==> config.mk <==
export PLATFORM = sky130hd
export DESIGN_NAME = merge_node_2to1
export DESIGN_NICKNAME = d
export VERILOG_FILES = /design/src/rtl/merge_node_2to1.sv
export SDC_FILE = /design/constraint.sdc
export NUM_CORES = 1
export LEC_CHECK = 0
export BUFFER_PORTS_ARGS = -buffer_cell sky130_fd_sc_hd__clkbuf_2
export CAP_MARGIN = 20
export CORE_ASPECT_RATIO = 0.75
export CORE_MARGIN = 10
export CORE_UTILIZATION = 38
export CTS_BUF_LIST = sky130_fd_sc_hd__clkbuf_4 sky130_fd_sc_hd__clkbuf_8 sky130_fd_sc_hd__clkbuf_16
export DETAILED_ROUTE_END_ITERATION = 8
export PLACE_DENSITY = 0.79
export SYNTH_ARGS = -nofsm -noshare
export SYNTH_HDL_FRONTEND = slang
export SYNTH_SLANG_ARGS = --single-unit
export TNS_END_PERCENT = 30
==> constraint.sdc <==
create_clock -name i_clk -period 8.3 [get_ports i_clk]
set_input_delay 1.66 -clock i_clk [delete_from_list [all_inputs] [get_ports i_clk]]
set_output_delay 1.66 -clock i_clk [all_outputs]
set_load 0.005 [all_outputs]
==> src/rtl/merge_node_2to1.sv <==
// 2-to-1 merge node of the merger tree: merges two descending-sorted,
// zero-key-terminated record streams into one, ending with a single terminator.
module merge_node_2to1 #(
    parameter int P_WIDTH     = 128,
    parameter int P_KEY_WIDTH = 32,
    parameter int P_CNT_WIDTH = 32
) (
    input  logic                   i_clk,
    input  logic                   i_rst,
    input  logic [P_WIDTH-1:0]     i_a_data,
    input  logic                   i_a_empty,
    output logic                   o_a_deq,
    input  logic [P_WIDTH-1:0]     i_b_data,
    input  logic                   i_b_empty,
    output logic                   o_b_deq,
    output logic [P_WIDTH-1:0]     o_data,
    output logic                   o_enq,
    input  logic                   i_full,
    output logic                   o_stream_done,
    output logic [P_CNT_WIDTH-1:0] o_last_count
);

    typedef enum logic [1:0] {
        MERGE,
        DRAIN_A,
        DRAIN_B
    } state_t;

    state_t                 state;
    state_t                 state_next;
    logic [P_CNT_WIDTH-1:0] count;

    logic [P_KEY_WIDTH-1:0] key_a;
    logic [P_KEY_WIDTH-1:0] key_b;
    logic                   emit;
    logic                   sel_b;
    logic                   term;

    assign key_a = i_a_data[P_WIDTH-1 -: P_KEY_WIDTH];
    assign key_b = i_b_data[P_WIDTH-1 -: P_KEY_WIDTH];

    // Next-state, pop and emit selection from heads, empties and backpressure
    always_comb begin
        state_next = state;
        o_a_deq    = 1'b0;
        o_b_deq    = 1'b0;
        emit       = 1'b0;
        sel_b      = 1'b0;
        term       = 1'b0;
        case (state)
            MERGE: begin
                if (!i_a_empty && !i_b_empty && !i_full) begin
                    emit = 1'b1;
                    if (key_a != '0 && key_b != '0) begin
                        // Tie goes to A
                        if (key_a >= key_b) begin
                            o_a_deq = 1'b1;
                        end else begin
                            o_b_deq = 1'b1;
                            sel_b   = 1'b1;
                        end
                    end else if (key_a == '0 && key_b != '0) begin
                        // A's terminator is swallowed here; B's ends the merged stream
                        o_a_deq    = 1'b1;
                        o_b_deq    = 1'b1;
                        sel_b      = 1'b1;
                        state_next = DRAIN_B;
                    end else if (key_a != '0 && key_b == '0) begin
                        o_a_deq    = 1'b1;
                        o_b_deq    = 1'b1;
                        state_next = DRAIN_A;
                    end else begin
                        o_a_deq = 1'b1;
                        o_b_deq = 1'b1;
                        term    = 1'b1;
                    end
                end
            end
            DRAIN_A: begin
                if (!i_a_empty && !i_full) begin
                    o_a_deq = 1'b1;
                    emit    = 1'b1;
                    if (key_a == '0) begin
                        term       = 1'b1;
                        state_next = MERGE;
                    end
                end
            end
            DRAIN_B: begin
                if (!i_b_empty && !i_full) begin
                    o_b_deq = 1'b1;
                    emit    = 1'b1;
                    sel_b   = 1'b1;
                    if (key_b == '0) begin
                        term       = 1'b1;
                        state_next = MERGE;
                    end
                end
            end
            default: state_next = MERGE;
        endcase
    end

    // State register, registered output record and per-stream record counter
    always_ff @(posedge i_clk) begin
        if (i_rst) begin
            state         <= MERGE;
            o_enq         <= 1'b0;
            o_data        <= '0;
            o_stream_done <= 1'b0;
            o_last_count  <= '0;
            count         <= '0;
        end else begin
            state         <= state_next;
            o_enq         <= emit;
            o_stream_done <= term;
            if (emit) begin
                o_data <= sel_b ? i_b_data : i_a_data;
            end
            if (term) begin
                o_last_count <= count;
                count        <= '0;
            end else if (emit) begin
                count <= count + 1'b1;
            end
        end
    end

endmodule

==> qor.csv <==
metric;value;unit
slew_headroom;29.2;%
cts-root-buf;clkbuf_16;
dp_hpwl;26500;µm
insertion_delay;0.44;ns
final_util;50.4;%
drt_wl_total;34700;µm
syn_area_per_cell;7.72;µm²
tritoncts;built;
gp_congestion;1.00;
run_status;finished, final reports clean;
intPower;1.49;mW
cp-start-kind;input pin;
synth_adder_area_share;4.91;%
path_class;input pin to output pin;
drc;0;
maxCapViolCount;0;
post_cts_buffers;0;
syn_area;9170;µm²
ant_nets;0;
rsz0062_at_grt;false;
coreArea;23800;µm²
track_usage;21.6;%
path_cells;clkbuf_2, inv_1, ha_1, nand4_1, nor4_1, o21ai_0, a31oi_1, nor2_1, o21ai_0, nand2b_1, clkbuf_2;
num_antenna_cells;0;
avgViaCountPerCell;5.30;
start_util;38.5;%
ir_drop;0.000124;V
cp_slowest_cell;a31oi_1;
place.port_buffers;424;
drv_slew;0;
fin_crit;5.48;ns
p_leak;5.14;nW
grt_pass1_vias;9758;
io_pins;425;
r2r_cells;6;
min_path_type;flip-flop to flip-flop;
drt-initial-drc-count;622;
crit_arrival;3.82;ns
synth_compound_area_share;21.7;%
period_share;66.1;%
worstPathRequired;6.64;ns
grt_max_degree;113;
synth_top_family_by_area;simple AND/OR/NAND/NOR gates;
ctsLongestPathBuffers;2;
clock_sinks;196;
switching_share;28.1;%
antenna_found_initial;0;
synth-simple-area-share;22.0;%
seq_power_share;47.9;%
num_rows;49;
synth_cells;1189;
die_height;155;µm
power.switching;0.580;mW
fin_tns_setup;0;ns
cp_num_buf_inv;3;
tightest_slew;1.06;ns
ys_ff_latch;196;
syn_nets;1486;
wl_per_cell;18.5;µm
yosysUniqueCellTypes;44;
nets;1853;
finalHoldViolCount;0;
cts_resized;0;
vias;9929;
dr.pass1.iters;7;
path_max_fanout;3;
combPwrFrac;13.0;%
async_flop_share;0;%
hold_buffers;0;
drive_gt1_share;30.7;%
cpPeakStageDelay;0.54;ns
grt-ovfl-total;0;
muxShareOfSynthArea;0.164;%
hold_path_depth;2;
finClkSkew;0.0112;ns
ys_seq_area_share;42.8;%
area_growth;31.1;%
synthXorXnorAreaFrac;2.96;%
cts_buffers;17;
synth_ff_type;dfxtp_1;
grt_pass1_wl;53400;µm
setup_viol;0;
clock_power_share;39.1;%
path_depth;11;
path_delay_family;compound AO/OA/AOI/OAI gates;
powerDensity;172;nW/µm²
path_clk_slew;0.08;ns
yosys_warnings;0;
die_w;199;µm
synth_edf_count;0;
fmax;182;MHz
endpoint_kind;output pin;
die_area;30800;µm²
htree_levels;4;
## through the flow
step	hold WS [ns]	cell area, µm²	setup slack, ns	total power, mW	std cells
floorplan	0.448	9170	3.53	1.13	1189
global placement	0.438	11400	2.87	1.27	1841
detailed placement	0.442	11500	2.85	1.28	1843
CTS	0.454	12000	2.80	2.09	1874
global route	0.470	12000	2.60	2.16	1874
finish	0.453	12000	2.82	2.07	1874
## path summary, 6_finish.rpt
kind | start | to | slack (ns)
max | i_b_data[121] | o_b_deq | 2.82
min | o_last_count[20] | o_last_count[20] | 0.45
max reg2reg | state[0] | o_data[41] | 5.40
min reg2reg | o_last_count[20] | o_last_count[20] | 0.45
## worst min-delay path, delay by kind of cell, from the launching register on
kind / cells / cell delay, ns
flops: 1 / 0.31
simple gates: 1 / 0.05
compound gates: 1 / 0.05
## cell families after synthesis
kind of cell,Yosys count
simple gates,473
compound gates,325
flops,196
buf+inv,127
fa+ha+maj,36
xor+xnor,31
mux,1
## sequential cells by signal, summed over array words and instances, names as in the netlist
name           cells
count             32
o_data           128
o_enq              1
o_last_count      32
o_stream_done      1
state              2
## cell type report
type / instances / area (µm²)
fill: 2313 / 11800
multi-input combinational: 866 / 4780
sequential: 196 / 3920
timing repair buffer: 434 / 2230
clock buffer: 17 / 425
tap: 306 / 383
inverter: 41 / 154
clock inverter: 14 / 141
## power groups by stage
stage / Sequential [mW] / Clock (mW) / Combinational (mW)
2_1_floorplan: 1.01 / 0 / 0.119
3_3_place_gp: 1.01 / 0 / 0.260
3_5_place_dp: 1.01 / 0 / 0.267
4_1_cts: 0.990 / 0.828 / 0.268
5_1_grt: 0.994 / 0.866 / 0.297
6_report: 0.990 / 0.808 / 0.268
## Yosys cell counts, types with 2 or more instances
| library cell | n | area share (%) |
|---|---|---|
| a2111oi_0 | 3 | 0.29 |
| a211oi_1 | 129 | 11 |
| a21o_1 | 2 | 0.16 |
| a21oi_1 | 173 | 9.4 |
| a31oi_1 | 3 | 0.20 |
| and2_1 | 2 | 0.14 |
| and3_1 | 2 | 0.14 |
| and4_1 | 5 | 0.48 |
| buf_1 | 16 | 0.65 |
| buf_2 | 15 | 0.82 |
| clkbuf_1 | 54 | 2.2 |
| dfxtp_1 | 196 | 43 |
| ha_1 | 36 | 4.9 |
| inv_1 | 41 | 1.7 |
| nand2_1 | 217 | 8.9 |
| nand2b_1 | 5 | 0.34 |
| nand3_1 | 12 | 0.65 |
| nand4_1 | 12 | 0.82 |
| nor2_1 | 180 | 7.4 |
| nor2b_1 | 2 | 0.14 |
| nor3_1 | 4 | 0.22 |
| nor4_1 | 18 | 1.2 |
| o21a_1 | 2 | 0.16 |
| o21ai_0 | 8 | 0.44 |
| or2_2 | 3 | 0.20 |
| or3_4 | 2 | 0.25 |
| xnor2_1 | 20 | 1.9 |
| xor2_1 | 11 | 1.1 |
## metal layers
metal  up-vias  track usage, %  routed length (µm)
li1       4817               -                   -
met1      4625            25.1               13800
met2       417            35.4               16300
met3        70            7.26                3450
met4         0            9.10                1200
met5         -               0                   0
## cells in the final DEF (no fill, tap or decap), types with 8 or more instances in the layout
master     count
nand4_1       12
clkbuf_2     423
a21oi_1      173
nor2_1       180
nand3_1       12
inv_1         41
clkbuf_16     17
a211oi_1     129
xor2_1        11
xnor2_1       20
dfxtp_1      196
o21ai_0        8
nor4_1        18
buf_4          8
ha_1          36
nand2_1      217
No activity file was read; power rests on OpenSTA's default activity.
